File: src/rtl/out_port.sv
// Router output port: wormhole-locked round-robin arbiter, per-VC credit tracking, registered link flit.
// Optional macro OUT_PORT_CREDIT_CHECK_EN adds a sticky credit_err output.

`ifndef FLIT_SIZE
`define FLIT_SIZE 16
`endif
`ifndef FLIT_TYPE
`define FLIT_TYPE 15:14
`endif
`ifndef FLIT_VC
`define FLIT_VC 13:11
`endif

module out_port #(
  parameter int IN_NUM    = 4,
  parameter int VC_NUM    = 4,
  parameter int BUF_DEPTH = 4,
  parameter int CNT_W     = 3
) (
  input  logic                         clock,
  input  logic                         reset,
  input  logic [IN_NUM*`FLIT_SIZE-1:0] flit_in,
  input  logic [IN_NUM-1:0]            req,
  output logic [IN_NUM-1:0]            grant,
  input  logic [VC_NUM-1:0]            credit_in,
  output logic [`FLIT_SIZE-1:0]        flit_out,
  output logic                         valid_out,
  output logic [VC_NUM-1:0]            credit_avail
`ifdef OUT_PORT_CREDIT_CHECK_EN
  , output logic                       credit_err
`endif
);

  localparam int PW = (IN_NUM > 1) ? $clog2(IN_NUM) : 1;
  localparam int FS = `FLIT_SIZE;
  localparam logic [CNT_W-1:0] FULL = CNT_W'(BUF_DEPTH);

  typedef enum logic {IDLE, LOCKED} state_t;

  state_t           state_q;
  logic [PW-1:0]    rrPtr_q, owner_q;
  logic [2:0]       lockVc_q;
  logic [CNT_W-1:0] cnt_q [VC_NUM];
  logic [CNT_W-1:0] cnt_d [VC_NUM];
  logic [FS-1:0]    flitOut_q;
  logic             validOut_q;

  logic [FS-1:0]     portFlit [IN_NUM];
  logic [IN_NUM-1:0] portReq, eligible;
  logic [1:0]        pType;
  logic [2:0]        pVc;
  logic              pCredit;

  // Port 0 occupies the MSBs of flit_in, req and grant.
  always_comb begin
    pType    = '0;
    pVc      = '0;
    pCredit  = 1'b0;
    eligible = '0;
    portReq  = '0;
    for (int p = 0; p < IN_NUM; p++) begin
      portFlit[p] = flit_in[(IN_NUM-1-p)*FS +: FS];
      portReq[p]  = req[IN_NUM-1-p];
      pType       = portFlit[p][`FLIT_TYPE];
      pVc         = portFlit[p][`FLIT_VC];
      pCredit     = 1'b0;
      for (int v = 0; v < VC_NUM; v++)
        if (int'(pVc) == v && cnt_q[v] != '0) pCredit = 1'b1;
      if (!reset && portReq[p] && pCredit) begin
        if (state_q == IDLE)
          eligible[p] = pType[0];
        else
          eligible[p] = (int'(owner_q) == p) && !pType[0] && (pVc == lockVc_q);
      end
    end
  end

  logic          gntValid;
  logic [PW-1:0] gntIdx, rrNext;
  logic [FS-1:0] gntFlit;
  logic [1:0]    gntType;
  logic [2:0]    gntVc;

  // Two passes give the rotating priority: rr_ptr..IN_NUM-1 first, then 0..rr_ptr-1.
  always_comb begin
    gntValid = 1'b0;
    gntIdx   = '0;
    gntFlit  = '0;
    grant    = '0;
    for (int p = 0; p < IN_NUM; p++)
      if (!gntValid && eligible[p] && int'(rrPtr_q) <= p) begin
        gntValid = 1'b1;
        gntIdx   = PW'(p);
        gntFlit  = portFlit[p];
        grant[IN_NUM-1-p] = 1'b1;
      end
    for (int p = 0; p < IN_NUM; p++)
      if (!gntValid && eligible[p] && p < int'(rrPtr_q)) begin
        gntValid = 1'b1;
        gntIdx   = PW'(p);
        gntFlit  = portFlit[p];
        grant[IN_NUM-1-p] = 1'b1;
      end
    gntType = gntFlit[`FLIT_TYPE];
    gntVc   = gntFlit[`FLIT_VC];
    rrNext  = (gntIdx == PW'(IN_NUM-1)) ? '0 : gntIdx + PW'(1);
  end

  always_comb begin
    for (int v = 0; v < VC_NUM; v++) begin
      cnt_d[v]        = cnt_q[v];
      credit_avail[v] = (cnt_q[v] != '0);
      if (credit_in[v] && !(gntValid && int'(gntVc) == v)) begin
        if (cnt_q[v] != FULL) cnt_d[v] = cnt_q[v] + CNT_W'(1);
      end else if (!credit_in[v] && gntValid && int'(gntVc) == v) begin
        cnt_d[v] = cnt_q[v] - CNT_W'(1);
      end
    end
  end

  always_ff @(posedge clock) begin
    if (reset) begin
      state_q    <= IDLE;
      rrPtr_q    <= '0;
      owner_q    <= '0;
      lockVc_q   <= '0;
      flitOut_q  <= '0;
      validOut_q <= 1'b0;
      for (int v = 0; v < VC_NUM; v++) cnt_q[v] <= FULL;
    end else begin
      for (int v = 0; v < VC_NUM; v++) cnt_q[v] <= cnt_d[v];
      validOut_q <= gntValid;
      if (gntValid) flitOut_q <= gntFlit;
      case (state_q)
        IDLE: if (gntValid) begin
          rrPtr_q <= rrNext;
          if (gntType == 2'b01) begin
            state_q  <= LOCKED;
            owner_q  <= gntIdx;
            lockVc_q <= gntVc;
          end
        end
        LOCKED: if (gntValid && gntType == 2'b10) state_q <= IDLE;
        default: state_q <= IDLE;
      endcase
    end
  end

  assign flit_out  = flitOut_q;
  assign valid_out = validOut_q;

`ifdef OUT_PORT_CREDIT_CHECK_EN
  logic creditErr_q, errSet;
  logic [1:0] oType;

  always_comb begin
    errSet = 1'b0;
    oType  = '0;
    for (int v = 0; v < VC_NUM; v++)
      if (credit_in[v] && cnt_q[v] == FULL && !(gntValid && int'(gntVc) == v)) errSet = 1'b1;
    for (int p = 0; p < IN_NUM; p++) begin
      oType = portFlit[p][`FLIT_TYPE];
      if (state_q == LOCKED && int'(owner_q) == p && portReq[p] && oType[0]) errSet = 1'b1;
    end
  end

  always_ff @(posedge clock) begin
    if (reset)       creditErr_q <= 1'b0;
    else if (errSet) creditErr_q <= 1'b1;
  end

  assign credit_err = creditErr_q;
`else
  // Without the checker, surplus credits simply saturate and protocol violations are only held off.
`endif

endmodule

File: config.mk
export PLATFORM = sky130hd
export DESIGN_NAME = out_port
export DESIGN_NICKNAME = d
export VERILOG_FILES = /design/src/rtl/out_port.sv
export SDC_FILE = /design/constraint.sdc
export NUM_CORES = 1
export LEC_CHECK = 0
export ABC_AREA = 1
export BUFFER_PORTS_ARGS = -buffer_cell sky130_fd_sc_hd__buf_4
export CAP_MARGIN = 5
export CORE_MARGIN = 2
export CORE_UTILIZATION = 51
export DETAILED_ROUTE_END_ITERATION = 8
export PLACE_DENSITY_LB_ADDON = 0.05
export SYNTH_ARGS = -nofsm -noshare
export SYNTH_HDL_FRONTEND = slang
export SYNTH_SLANG_ARGS = --single-unit
File: constraint.sdc
create_clock -name clock -period 3.15 [get_ports clock]
set_input_delay 0.4725 -clock clock [delete_from_list [all_inputs] [get_ports clock]]
set_output_delay 0.4725 -clock clock [all_outputs]
set_load 0.03 [all_outputs]
* Word-level counts from Yosys, hierarchy flattened
Memories as Yosys holds them, arrays and structs flattened.
Cells that the tools add are included.
** Operators by class
- Add/sub/neg operators :: 9
- Multipliers :: 0
- Div/mod/pow operators :: 0
- $lt $le $gt $ge :: 6
- Equality and inequality tests :: 29
- Shift-type cells :: 0
- Mux-type cells :: 74
- Bitwise operators :: 5
- Reduce and logical (&&, ||, !) cells :: 92
** Operators with widths (count)
- two-way mux 16 bit :: 7
- logical AND 1 bit :: 61
- two-way mux 3 bit :: 16
- two-way mux 1 bit :: 44
- == test 3 bit (second input constant) :: 10
- logical NOT 1 bit :: 19
- == test 3 x 2 -> 1 bit (second input constant) :: 5
- logical NOT 3 bit :: 5
- adder 3 x 1 -> 3 bit (second input constant) :: 4
- == test 3 bit :: 4
- two-way mux 2 bit :: 6
- inequality test 3 bit (second input constant) :: 4
- nonzero test 3 bit :: 4
- subtractor 3 x 1 -> 3 bit (second input constant) :: 4
- == test 2 bit (second input constant) :: 4
- == test 2 x 1 -> 1 bit (second input constant) :: 2
- <= comparator 2 x 1 -> 1 bit (second input constant) :: 2
- < comparator 1 x 2 -> 1 bit (first input constant) :: 2
- bitwise OR 1 bit :: 4
- AND reduction 3 bit :: 1
- adder 2 x 1 -> 2 bit (second input constant) :: 1
- <= comparator 2 bit (second input constant) :: 1
- logical NOT 2 bit :: 1
- < comparator 2 bit (first input constant) :: 1
- 3 further kinds :: 3
** Storage, ports and cells
- Flip-flop bits (word level) :: 25
- Latch bits :: 0
- RAM bits :: 12
- Memory bits (read-only) :: 0
- Bits of input ports :: 74
- Output and inout bits :: 25
- Memories kept :: 1
** Memory list
- cnt_q :: depth 4, width 3, rd ports 4, clocked after memory_dff 0, wr ports 4, line 43 : logic [CNT_W-1:0] cnt_q [VC_NUM];

* Logic depth before layout (Yosys ltp)
An unclocked memory read counts as a cell.
- Word-level depth :: 40
- Depth in mapped cells :: 25
- Depth with buffers taken out :: 24

* Worst setup path after synthesis
Ideal clock, no wire load.
- Path type :: register -> register
- Start :: mem cnt_q[0][0]
- End :: mem cnt_q[3][2]
- Library setup time :: 0.121 ns
- Arrival time :: 2.706 ns
- Data required time :: 3.029 ns
- Path slack :: 0.323 ns
- Stages on the path, launching flop included :: 20
- Path buffers :: 0
- Cells stage by stage :: dfxtp_1 nor2_2 nand2_1 nand2_1 nand3_1 nand2_1 nor2_2 nand2_2 nand4_1 nor2_1 nor2_1 nand3_1 nor2_4 nor2_4 nor2_2 inv_1 fa_1 or2_1 nand3_1 nand3_1
** RTL lines (line)
- start: declaration :: 43

==> results.toml <==
[critical_path]
ff2ff_path_depth = 21
start_kind = "flip-flop"
rr_endpoint = "cnt_q[0][2]"
crit_path_end = "cnt_q[0][2]"
cpMostUsedCell = "nand2_1"
arrival_ns = 3.06
cp-startpoint = "cnt_q[1][0]"
slowest_stage = "fa_1"
critPathKind = "flip-flop to flip-flop"
cpPeakStageDelay_ns = 0.39
endpoint_kind = "flip-flop"
r2r_start = "cnt_q[1][0]"
crit_required_ns = 3.34
path_cells = "nor2_2 > nand2_1 > nand2_1 > nand3_1 > nand2_1 > nor2_4 > nand2_2 > nand3_2 > nor3_4 > nand3_4 > nor2_2 > nor2_4 > nand3_2 > nand2_1 > fa_1 > inv_1 > nand2_1 > nand2_1 > nand2_1 > nand2_1 > nand3_1"
critical_path.max_fanout = 6
rrSetupSlack_ns = 0.28

[pwr]
pwr-share-clk_pct = 25.0
leakagePower_uw = 0.00194
p_sw_share_pct = 39.1
peakVddDrop_mv = 0.308
p_int_uw = 1040
power_switching_uw = 670
powerDensity_nw_per_um2 = 442
pwr-share-comb_pct = 39.6
power_frac_seq_pct = 35.4

[floorplan]
die_area_um2 = 6260
die_w_um = 79.1
fp-row-count = 27
core_um2 = 5470
initial_core_util_pct = 52.6
io-pin-count = 99
fp.dieH_um = 79.1

[clocking]
root_buffer = "clkbuf_8"
cts_resized = 0
clk_path_buf_depth = 2
postCtsHoldBufs = 0
h-tree-depth = 2
cts_made_buffers = 5
clkTransAtPathRegs_ns = 0.08
cts_sinks = 37
cts_tree = "done"
cts_setup_buffers = 0
clock_latency_ns = 0.30

[sta]
finalSetupViolCount = 0
maxSlewHeadroom_pct = 73.1
fmax_ghz = 0.348
tns_ns = 0
period_needed_ns = 2.87
finalWorstSetupSlack_ns = 0.278
holdWs_ns = 0.383
hold_violations = 0
period_share_pct = 91.2
worstMarginPinSlew_ns = 0.403
finalClockSkew_ns = 0.00813
slew_violations = 0

[layout]
multiInputGateArea_um2 = 1820
mostFrequentLayoutCells = "nand2_1 (119), buf_4 (112), nand3_1 (67)"
final_core_util_pct = 70.8
mostFrequentLayoutCell = "nand2_1"
layout.nets = 654
fill_cells = 488
insertedDiodeCount = 0
area_growth_pct = 34.6
drive_gt1_share_pct = 29.6
register_area_um2 = 749

[logic_synthesis]
syn_area_per_cell_um2 = 6.08
netlist_instances = 473
synth_edf_count = 0
ys_async_sr_fraction_pct = 0
synthesis.nets = 551
synth_cell_types = 32
yosysSeqAreaShare_pct = 25.7
netlist_area_um2 = 2880
yosys_warnings = 0
synth_top_flop_cell = "dfxtp_1"
ys_ff_latch = 37

[routing]
avgViaCountPerCell = 5.39
drc_errors = 0
dr.pass1.iters = 6
post_drt_wl_per_cell_um = 13.6
drtIter0Drc = 207
vias = 3496
drt_wl_total_um = 8820
ant_nets = 0

[grt]
grt_usage_pct = 29.5
grt_pass1_vias = 3359
grt_max_degree = 19
antenna_found_initial = 1
grt_pass1_wl_um = 14800
grt_overflow = 0

[worst_hold_path]
hp-class = "primary input to flip-flop"
worst_hold_startpoint = "flit_in[38]"

[run_status]
status = "completed"

[placement]
place_congestion = 0.927
pre_cts_ws_ns = 0.0399
hpwl_um = 6940
io_buffers = 98

[run]
cap_violations = 0
[routing by layer]
metal / share of wire, % / global-route usage [%] / vias to the layer above / wire (um)
li1: - / - / 1758 / -
met1: 42 / 34.9 / 1581 / 3700
met2: 48 / 50.7 / 123 / 4260
met3: 6.6 / 6.36 / 32 / 583
met4: 3.0 / 14.1 / 2 / 264
met5: 0.15 / 0 / - / 13
[synth_stat cells (all sizes together), types with 4 or more instances]
cell     instances  area, um2
nand4           10       68.8
a211oi           4       30.0
inv             66        248
o21ai           21        105
a21oi           36        180
dfxtp           37        741
nor2            53        256
fa               4       80.1
o2111ai          8       70.1
xnor2            4       35.0
clkbuf           8       30.0
nand3           72        385
buf              8       46.3
nor3             4       31.3
nand2          126        490
[sequential cells by signal (all words and copies together) (netlist names)]
register	flops
flit_out	16
rrPtr_q	2
owner_q	2
valid_out	1
cnt_q	12
lockVc_q	3
state_q	1
[how the worst min path moves through the flow]
stage                               to  slack, ns  cells past startpoint
final                      flit_out[6]       0.38                      3
after global routing       flit_out[6]       0.39                      3
after CTS                  flit_out[6]       0.38                      3
after detailed placement  flit_out[13]       0.43                      2
after global placement    flit_out[13]       0.43                      2
after floorplan            cnt_q[0][2]       0.45                      2
[power by group through the flow]
| stage | Sequential, uW | Combinational, uW | Clock [uW] |
|---|---|---|---|
| 2_1_floorplan | 645 | 382 | 0 |
| 3_3_place_gp | 607 | 656 | 0 |
| 3_5_place_dp | 611 | 667 | 0 |
| 4_1_cts | 600 | 670 | 432 |
| 5_1_grt | 618 | 754 | 458 |
| 6_report | 607 | 678 | 427 |
[cell type report]
class	instances	share of cell area [%]
clock inverter	3	1.20
sequential	37	19.3
clock buffer	5	1.78
inverter	69	6.69
timing repair buffer	112	21.7
tap	72	2.33
multi-input combinational	351	47.0
[worst max-delay path: cells and delay by family, from the launching register on]
kind                       cells  cell delay, ns
and+or+nand+nor               19            1.94
buffers and inverters          1            0.06
adders and majority gates      1            0.39
DFF                            1            0.35
[cells by family after synthesis]
kind of cell             count (synthesis)  synth area share, %
AO/OA/AOI/OAI                           75                 15.0
XOR/XNOR                                 4                 1.22
adder cells (fa/ha/maj)                  4                 2.78
AND/OR/NAND/NOR                        268                 43.6
buffers and inverters                   85                 11.7
flip-flops                              37                 25.7
[stage by stage]
stage	instances	power (uW)	cell area, um2
after floorplan	473	1030	2880
after global placement	641	1260	3730
after detailed placement	641	1280	3730
after CTS	649	1700	3850
after global routing	649	1830	3870
final	649	1710	3870
No activity file was read; power rests on OpenSTA's default activity.
